### src/rtl/mem_port_arbiter.sv
// Two-requester arbiter for the shared 32-bit memory port: fetch (0) vs load/store (1).
// Registers the winner's command, runs a valid/ready handshake, aborts with err after TIMEOUT cycles.
module mem_port_arbiter #(
  parameter int TIMEOUT = 16
) (
  input  logic        clk,
  input  logic        rst_n,
  input  logic        req0,
  input  logic        req1,
  input  logic [31:0] addr0,
  input  logic [31:0] addr1,
  input  logic [31:0] wdata0,
  input  logic [31:0] wdata1,
  input  logic        we0,
  input  logic        we1,
  output logic        sel,
  output logic        mem_valid,
  output logic [31:0] mem_addr,
  output logic [31:0] mem_wdata,
  output logic        mem_we,
  input  logic        mem_ready,
  input  logic [31:0] mem_rdata,
  output logic        done0,
  output logic        done1,
  output logic [31:0] rdata,
  output logic        err
);

  typedef enum logic [1:0] {IDLE, BUSY, DONE} state_t;

  typedef struct packed {
    logic [31:0] addr;
    logic [31:0] wdata;
    logic        we;
  } cmd_t;

  localparam logic [7:0] CNT_LAST = 8'(TIMEOUT - 1);

  state_t          state, state_n;
  logic            last;
  logic            winner;
  logic            grant;
  logic            tie;
  logic            expire;
  logic [7:0]      cnt;
  logic [1:0]      req;
  cmd_t [1:0]      cmd;

  assign req    = {req1, req0};
  assign cmd[0] = {addr0, wdata0, we0};
  assign cmd[1] = {addr1, wdata1, we1};

  always_comb begin
    state_n = state;
    winner  = sel;
    grant   = 1'b0;
    tie     = &req;
    expire  = 1'b0;
    case (state)
      IDLE: begin
        if (|req) begin
          grant   = 1'b1;
          winner  = tie ? ~last : req[1];
          state_n = BUSY;
        end
      end
      BUSY: begin
        // a ready on the last allowed cycle completes normally, not as a timeout
        expire = !mem_ready && (cnt == CNT_LAST);
        if (mem_ready || expire) state_n = DONE;
      end
      DONE:    state_n = IDLE;
      default: state_n = IDLE;
    endcase
  end

  always_ff @(posedge clk or negedge rst_n) begin
    if (!rst_n) begin
      state     <= IDLE;
      last      <= 1'b1;
      sel       <= 1'b0;
      mem_valid <= 1'b0;
      mem_addr  <= '0;
      mem_wdata <= '0;
      mem_we    <= 1'b0;
      done0     <= 1'b0;
      done1     <= 1'b0;
      rdata     <= '0;
      err       <= 1'b0;
      cnt       <= '0;
    end else begin
      state     <= state_n;
      // strobes are decoded from next state so every output stays a flop
      mem_valid <= (state_n == BUSY);
      done0     <= (state_n == DONE) && !sel;
      done1     <= (state_n == DONE) && sel;
      if (grant) begin
        sel                            <= winner;
        {mem_addr, mem_wdata, mem_we}  <= cmd[winner];
        cnt                            <= '0;
        if (tie) last <= winner;
      end
      if (state == BUSY) begin
        if (mem_ready) begin
          rdata <= mem_rdata;
          err   <= 1'b0;
        end else if (expire) begin
          rdata <= '0;
          err   <= 1'b1;
        end else begin
          cnt <= cnt + 8'd1;
        end
      end
    end
  end

endmodule

### config.mk
export PLATFORM = sky130hd
export DESIGN_NAME = mem_port_arbiter
export DESIGN_NICKNAME = d
export VERILOG_FILES = /design/src/rtl/mem_port_arbiter.sv
export SDC_FILE = /design/constraint.sdc
export NUM_CORES = 1
export LEC_CHECK = 0
export BUFFER_PORTS_ARGS = -buffer_cell sky130_fd_sc_hd__buf_4
export CAP_MARGIN = 25
export CORE_AREA = 8 8 107 134
export CTS_CLUSTER_DIAMETER = 200
export CTS_CLUSTER_SIZE = 16
export DETAILED_ROUTE_END_ITERATION = 12
export DIE_AREA = 0 0 115 142
export GPL_ROUTABILITY_DRIVEN = 0
export PLACE_DENSITY = 0.73
export RECOVER_POWER = 100
export SLEW_MARGIN = 10
export SYNTH_ARGS = -nofsm -noshare
export SYNTH_HDL_FRONTEND = slang
export SYNTH_SLANG_ARGS = --single-unit
### constraint.sdc
create_clock -name clk -period 1.7 [get_ports clk]
set_input_delay 0.085 -clock clk [delete_from_list [all_inputs] [get_ports clk]]
set_output_delay 0.085 -clock clk [all_outputs]
set_load 0.1 [all_outputs]
## Word level (Yosys, flattened, before mapping)

Index checks and enable logic that the tools add are counted.

| cells by class | value |
|---|---|
| add/sub/neg operators | 1 |
| magnitude comparators | 1 |
| equal/unequal tests | 4 |
| mux-type cells | 19 |
| bitwise logic cells | 1 |
| reductions and logical operators | 12 |

Operators by type and width:

| cell | count |
|---|---|
| 65-bit two-way mux | 2 |
| 32-bit two-way mux | 2 |
| 8-bit two-way mux | 4 |
| 8-bit by 1-bit adder with 8-bit output (second input constant) | 1 |
| 8-bit by 4-bit == test with 1-bit output (second input constant) | 1 |
| 1-bit two-way mux | 8 |
| 2-bit by 1-bit == test with 1-bit output (second input constant) | 2 |
| 2-bit two-way mux | 2 |
| 2-bit case mux with 2 select lines | 1 |
| 2-bit AND reduction | 2 |
| 1-bit logical AND | 3 |
| 3-bit AND reduction | 1 |
| 2-bit == test (second input constant) | 1 |
| 1-bit zero test | 2 |
| 2-bit zero test | 1 |
| 1-bit by 2-bit less-than comparator with 1-bit output (second input constant) | 1 |
| 2-bit nonzero test | 1 |
| 2-bit OR reduction | 1 |
| 1-bit logical OR | 1 |
| 1-bit NOT | 1 |

| word-level totals | value |
|---|---|
| register bits after elaboration | 113 |
| input port bits | 167 |
| output and inout port bits | 102 |
| logic and storage cells | 50 |

## Depth between registers and ports, before layout

Gate-level depths: netlist (run 1).

| depth | value |
|---|---|
| depth in word-level cells | 7 |
| gate-level depth with buffers | 6 |

## Worst setup path before layout (run 1)

No wires, ideal clock.

| timing | value |
|---|---|
| path kind | register to register |
| from | reg cnt[4] |
| to | reg rdata[24] |
| arrival | 1.527 ns |
| data required time | 1.578 ns |
| slack | 0.051 ns |
| cell stages (with the launch flop) | 6 |
| period minus slack after synthesis | 1.649 ns |
| cells stage by stage | dfrtp_1 or4_4 nor2_4 o21ai_4 buf_6 a22o_1 |

| between the ends | value |
|---|---|
| longest elaborated chain between the ends | 5 |

RTL lines:

| item | line | source |
|---|---|---|
| start: declaration | 45 | `logic [7:0] cnt;` |
| start signal: assignment | 111 | `cnt <= cnt + 8'd1;` |
| 8-bit by 4-bit == test with 1-bit output | 69 | `expire = !mem_ready && (cnt == CNT_LAST);` |
| 1-bit logical AND | 69 |  |
| 1-bit two-way mux | 59 | `case (state)` |
| 2-bit nonzero test (no source line) | n/a |  |
| 2-bit AND reduction (no source line) | n/a |  |
| end signal: assignment | 105 | `rdata <= mem_rdata;` |
| end: declaration | 25 | `output logic [31:0] rdata,` |

No other way between the ends.
A chain may end at the register's enable or synchronous reset.

## Worst setup path in the final report (run 1)

| timing | value |
|---|---|
| from | reg cnt[4] |
| to | reg rdata[30] |

The elaborated chain is that of the path after synthesis.

==> flow_metrics.env, run 1 <==
export IMPL_rows=46
export IMPL_finalNetCount=1005
export IMPL_cp_endpoint="rdata[30]$_DFFE_PN0P_"
export IMPL_clockBufferDepth=2
export IMPL_yosysUniqueCellTypes=28
export IMPL_cp_max_fo=17
export IMPL_yosys_area_top_type="dfrtp_1"
export IMPL_finalMaxSlewViolations=0
export IMPL_synthTopCellsByCount="dfrtp_1, nand2_1, mux2i_1, o21ai_0, a22o_1"
export IMPL_dp_hpwl_um=11400
export IMPL_overflow=0
export IMPL_routedWlPerCell_um=18.7
export IMPL_cp_start_kind="register"
export IMPL_cp_data_required_time_ns=1.98
export IMPL_fin_hold_ws_ns=-0.000214
export IMPL_grt_max_degree=114
export IMPL_crit_type="reg2reg"
export IMPL_drive_gt1_share_pct=38.2
export IMPL_areaGrowthSynthToFinish_pct=85.4
export IMPL_place_area_um2=7080
export IMPL_drtPass1Iterations=4
export IMPL_clk_pin_slew_worst_paths_ns=0.06
export IMPL_cts_tree="done"
export IMPL_floorplan_initialDensity_pct=39.0
export IMPL_hp_class="in2reg"
export IMPL_violations="hold timing, setup timing"
export IMPL_r2r_end="rdata[30]$_DFFE_PN0P_"
export IMPL_ys_warn_count=0
export IMPL_startpoint="cnt[4]$_DFF_PN0_"
export IMPL_cap_violations=0
export IMPL_setup_violations=9
export IMPL_syn_cell_area_um2=4800
export IMPL_fin_area_um2=8890
export IMPL_arrival_ns=2.02
export IMPL_drc=0
export IMPL_cpPeakStageDelay_ns=0.58
export IMPL_relSlewSlack_pct=30.1
export IMPL_io_pins=269
export IMPL_cts_max_level=4
export IMPL_skew_ns=0.0113
export IMPL_min_period_ns=1.74
export IMPL_syn_area_per_cell_um2=11.5
export IMPL_grt_use_total_pct=23.1
export IMPL_synth_top_area_share_pct=58.4
export IMPL_worst_r2r_cell_count=5
export IMPL_post_synth_top_count_cell="dfrtp_1"
export IMPL_die_x_um=115
export IMPL_rsz0062_at_grt="yes"
export IMPL_drtAntennaViolNets=0
export IMPL_fin_tns_setup_ns=-0.0817
export IMPL_worst_slew_pin_slew_ns=1.05
export IMPL_finalHoldViolations=1
export IMPL_yosys_top_cells_area="dfrtp_1, mux2i_1, a22o_1"
export IMPL_numCtsBuffers=17
export IMPL_fmax_mhz=575
export IMPL_core_um2=12300
export IMPL_synth_fp_nets=587
export IMPL_syn_inst=419
export IMPL_vias=5024
export IMPL_numPortBuffers=268
export IMPL_synth_ff_type="dfrtp_1"
export IMPL_seq_area_frac_synth_pct=59.0
export IMPL_fp_dieH_um=142
export IMPL_crit_chain="or4_4 > nor2_4 > o21ai_4 > clkbuf_16 > a22o_1"
export IMPL_ys_seq_elements=113
export IMPL_finish_utilization_pct=72.2
export IMPL_fin_crit_sh_pct=102
export IMPL_r2r_start="cnt[4]$_DFF_PN0_"
export IMPL_status="finished, violations left"
export IMPL_rrSetupSlack_ns=-0.04
export IMPL_async_reset_ff_share_pct=100
export IMPL_clockRootBuffer="clkbuf_16"
export IMPL_cp_slowest_cell="or4_4"
export IMPL_grt_pass1_vias=5528
export IMPL_synth_edf_count=0
export IMPL_cts_sinks=113
export IMPL_clk_latency_ns=0.40
export IMPL_layout_setup_ws_ns=-0.0380
export IMPL_drt_initial_drc_count=307
export IMPL_grt_pass1_wl_um=29300
export IMPL_antenna_found_initial=1
export IMPL_vias_per_cell=4.93
export IMPL_endpoint_kind="register"
export IMPL_drt_total_wl_um=19000
export IMPL_dieArea_um2=16300
-- cell families (layout without fill, tap and decap cells) --
kind of cell	Yosys count	after routing	share of synthesized area, %
other cells	0	3	0
buf+inv	34	464	3.39
simple gates	93	93	8.63
mux	67	67	14.0
compound gates	110	110	14.6
xor+xnor	1	1	0.183
flops	113	113	59.0
fa+ha+maj	1	1	0.261
-- placed cells by master, fill, tap and decap left out, types with 4 or more instances in the layout --
| cell type | count |
|---|---|
| buf_4 | 173 |
| dlygate4sd3_1 | 145 |
| dfrtp_1 | 112 |
| clkbuf_2 | 102 |
| nand2_1 | 69 |
| mux2i_1 | 67 |
| o21ai_0 | 55 |
| a22o_1 | 33 |
| clkbuf_16 | 18 |
| o21ai_1 | 13 |
| nand3_1 | 9 |
| inv_1 | 4 |
| clkinv_2 | 4 |
-- timing repair --
action                     4_1_cts  5_1_grt
cloned                           0        1
resized for setup                0        3
buffers inserted                 0        1
setup endpoints to repair        1       38
hold endpoints to repair       201        0
pin swaps                        1        2
hold buffers                   145        0
-- metal layers --
layer  vias to the layer above  wire length [um]  GRT usage, %
met5                         -                 0             0
met4                         0               517          10.1
met3                        41              1750          8.75
met2                       240              9780          39.6
met1                      2415              6980          24.8
li1                       2328                 -             -
-- sequential cells by signal, summed over array words and instances, names as in the netlist, 2 cells and up --
signal     flops
cnt            8
mem_addr      32
mem_wdata     32
rdata         32
state          2
-- worst min path at each step --
| stage | start | to | slack, ns | cells after the start |
|---|---|---|---|---|
| floorplan | rst_n | cnt[0]$_DFF_PN0_ | -0.21 | 0 |
| global placement | rst_n | rdata[8]$_DFFE_PN0P_ | 0.21 | 2 |
| detailed placement | rst_n | rdata[8]$_DFFE_PN0P_ | 0.21 | 2 |
| CTS | wdata1[22] | mem_wdata[22]$_DFFE_PN0P_ | 0.004 | 3 |
| global route | wdata0[31] | mem_wdata[31]$_DFFE_PN0P_ | 0.01 | 3 |
| finish | addr0[20] | mem_addr[20]$_DFFE_PN0P_ | -0.0002 | 3 |
-- worst max-delay path, delay by kind of cell (launching register included) --
kind / cells / cell delay, ns
buffers and inverters: 1 / 0.19
AND/OR/NAND/NOR: 2 / 0.71
AO/OA/AOI/OAI: 2 / 0.34
flip-flops: 1 / 0.38
-- per-stage QoR --
stage                     worst slack (ns)  hold WS, ns  instances
final                              -0.0380    -0.000214       1020
after CTS                          0.00178      0.00369       1015
after detailed placement            0.0303        0.214        839
after floorplan                     0.0507       -0.211        419
after global routing               -0.0532       0.0135       1018
after global placement              0.0622        0.210        839
-- cell type report --
class | instances | area [um2]
clock buffer | 21 | 470
multi-input combinational | 272 | 1830
antenna | 3 | 7.51
tap | 168 | 210
fill | 864 | 3420
clock inverter | 10 | 134
inverter | 4 | 15.0
sequential | 113 | 2830
timing repair buffer | 429 | 3390
Power of run 1 is left out: the tool's default activity adds up to more than one toggle a clock period on the data nets, which glitch-free logic cannot reach.
==> run 2, diff against run 1 <==
Settings changed: CORE_AREA 8 8 107 134 to 8 8 103 128, DIE_AREA 0 0 115 142 to 0 0 111 136, PLACE_DENSITY 0.73 to 0.76.
Clock period 1.7 ns to 1.8 ns, I/O delays scaled along.
==> flow_metrics.env, run 2 (synthesis results as in run 1) <==
export IMPL_status="finished clean"
export IMPL_finalNetCount=993
export IMPL_grt_use_total_pct=25.7
export IMPL_crit_type="reg2reg"
export IMPL_cap_violations=0
export IMPL_cts_sinks=113
export IMPL_reg_top3="mem_addr: 32 flops, mem_wdata: 32 flops, rdata: 32 flops"
export IMPL_post_cts_repair_setup_buffers=0
export IMPL_drc=0
export IMPL_r2r_start="cnt[5]$_DFF_PN0_"
export IMPL_critPathBufInv=0
export IMPL_min_from="addr1[18]"
export IMPL_clk_pin_slew_worst_paths_ns=0.06
export IMPL_multiInputGateArea_um2=1840
export IMPL_fin_tns_setup_ns=0
export IMPL_seqCellArea_um2=2830
export IMPL_cp_slowest_cell="or4_4"
export IMPL_cp_data_required_time_ns=2.08
export IMPL_skew_ns=0.00914
export IMPL_fp_dieH_um=136
export IMPL_overflow=0
export IMPL_endpoint_kind="register"
export IMPL_r2r_end="rdata[0]$_DFFE_PN0P_"
export IMPL_clockBufferDepth=2
export IMPL_drt_initial_drc_count=250
export IMPL_grt_max_degree=52
export IMPL_drtAntennaViolNets=0
export IMPL_worst_r2r_cell_count=4
export IMPL_fmax_mhz=566
export IMPL_cts_max_level=4
export IMPL_clockRootBuffer="clkbuf_16"
export IMPL_io_pins=269
export IMPL_arrival_ns=2.05
export IMPL_finalMaxSlewViolations=0
export IMPL_cp_start_kind="register"
export IMPL_final_common_cell="buf_4"
export IMPL_rsz0062_at_grt="yes"
export IMPL_dp_hpwl_um=11300
export IMPL_rrSetupSlack_ns=0.03
export IMPL_layout_setup_ws_ns=0.0320
export IMPL_antenna_found_initial=1
export IMPL_core_um2=11300
export IMPL_vias=5030
export IMPL_numCtsBuffers=17
export IMPL_fin_crit_sh_pct=98.2
export IMPL_clk_latency_ns=0.41
export IMPL_relSlewSlack_pct=23.2
export IMPL_min_period_ns=1.77
export IMPL_hp_class="in2reg"
export IMPL_vias_per_cell=5.15
export IMPL_floorplan_initialDensity_pct=42.5
export IMPL_cp_max_fo=18
export IMPL_dieArea_um2=15100
export IMPL_grt_pass1_wl_um=30600
export IMPL_crit_chain="or4_4 > nor2_4 > o21ai_4 > a22o_1"
export IMPL_drtPass1Iterations=5
export IMPL_cpPeakStageDelay_ns=0.56
export IMPL_grt_pass1_vias=5640
export IMPL_drive_gt1_share_pct=38.3
export IMPL_setup_violations=0
export IMPL_final_cell_mix="buf_4, dlygate4sd3_1, dfrtp_1"
export IMPL_hold_end="mem_addr[18]$_DFFE_PN0P_"
export IMPL_numPortBuffers=268
export IMPL_drt_total_wl_um=19300
export IMPL_cpLargestDelayFamily="simple AND/OR/NAND/NOR gates"
export IMPL_fin_hold_ws_ns=0.00501
export IMPL_cts_tree="done"
export IMPL_die_x_um=111
export IMPL_holdPathStages=3
export IMPL_routedWlPerCell_um=19.7
export IMPL_areaGrowthSynthToFinish_pct=81.4
export IMPL_finalHoldViolations=0
export IMPL_rows=44
export IMPL_fill_cells=709
export IMPL_post_place_ws_ns=-0.0686
export IMPL_worst_slew_pin_slew_ns=1.15
==> run 2: final cells by class <==
type / instances / share of cell area (%)
repair buffers: 416 / 37.6
multi-input cells: 273 / 21.1
clock buffers: 19 / 5.09
flip-flops and latches: 113 / 32.5
well taps: 138 / 1.98
inverters: 4 / 0.172
clock inverters: 13 / 1.47
diodes: 1 / 0.0287
==> run 2: layer usage <==
metal	vias up	wire length (um)	track usage (%)
met1	2421	7150	27.0
met4	0	571	11.7
met3	46	1680	9.80
met2	254	9880	44.9
li1	2309	-	-
met5	-	0	0
==> run 2: repair_timing <==
action / in CTS / in global routing
endpoints found under the setup margin: 35 / 39
hold buffers: 135 / 0
pin swaps: 1 / 3
cloned: 1 / 0
hold endpoints to repair: 126 / 0
resized for setup: 1 / 2
==> run 2: worst max path at each step <==
| stage | to | startpoint | cells after the start | slack (ns) |
|---|---|---|---|---|
| 2_1_floorplan | rdata[24]$_DFFE_PN0P_ | cnt[4]$_DFF_PN0_ | 5 | 0.15 |
| 3_3_place_gp | err$_DFFE_PN0P_ | cnt[0]$_DFF_PN0_ | 5 | -0.01 |
| 3_5_place_dp | rdata[11]$_DFFE_PN0P_ | cnt[0]$_DFF_PN0_ | 5 | -0.07 |
| 4_1_cts | cnt[4]$_DFF_PN0_ | cnt[4]$_DFF_PN0_ | 5 | 0.03 |
| 5_1_grt | rdata[0]$_DFFE_PN0P_ | cnt[4]$_DFF_PN0_ | 4 | -0.01 |
| 6_report | rdata[0]$_DFFE_PN0P_ | cnt[5]$_DFF_PN0_ | 4 | 0.03 |
==> run 2: stage by stage <==
stage	cells	util (%)	instance area, um2
after floorplan	419	-	4800
after global placement	808	62.3	7030
after detailed placement	808	62.3	7030
after CTS	976	79.5	8970
after global routing	977	77.1	8700
final	977	77.1	8700
==> run 2: tightest hold or removal path, stage by stage <==
cell and delay [ns]:
buf_4 0.08, mux2i_1 0.06, o21ai_0 0.14
Power of run 2 is left out for the same reason.
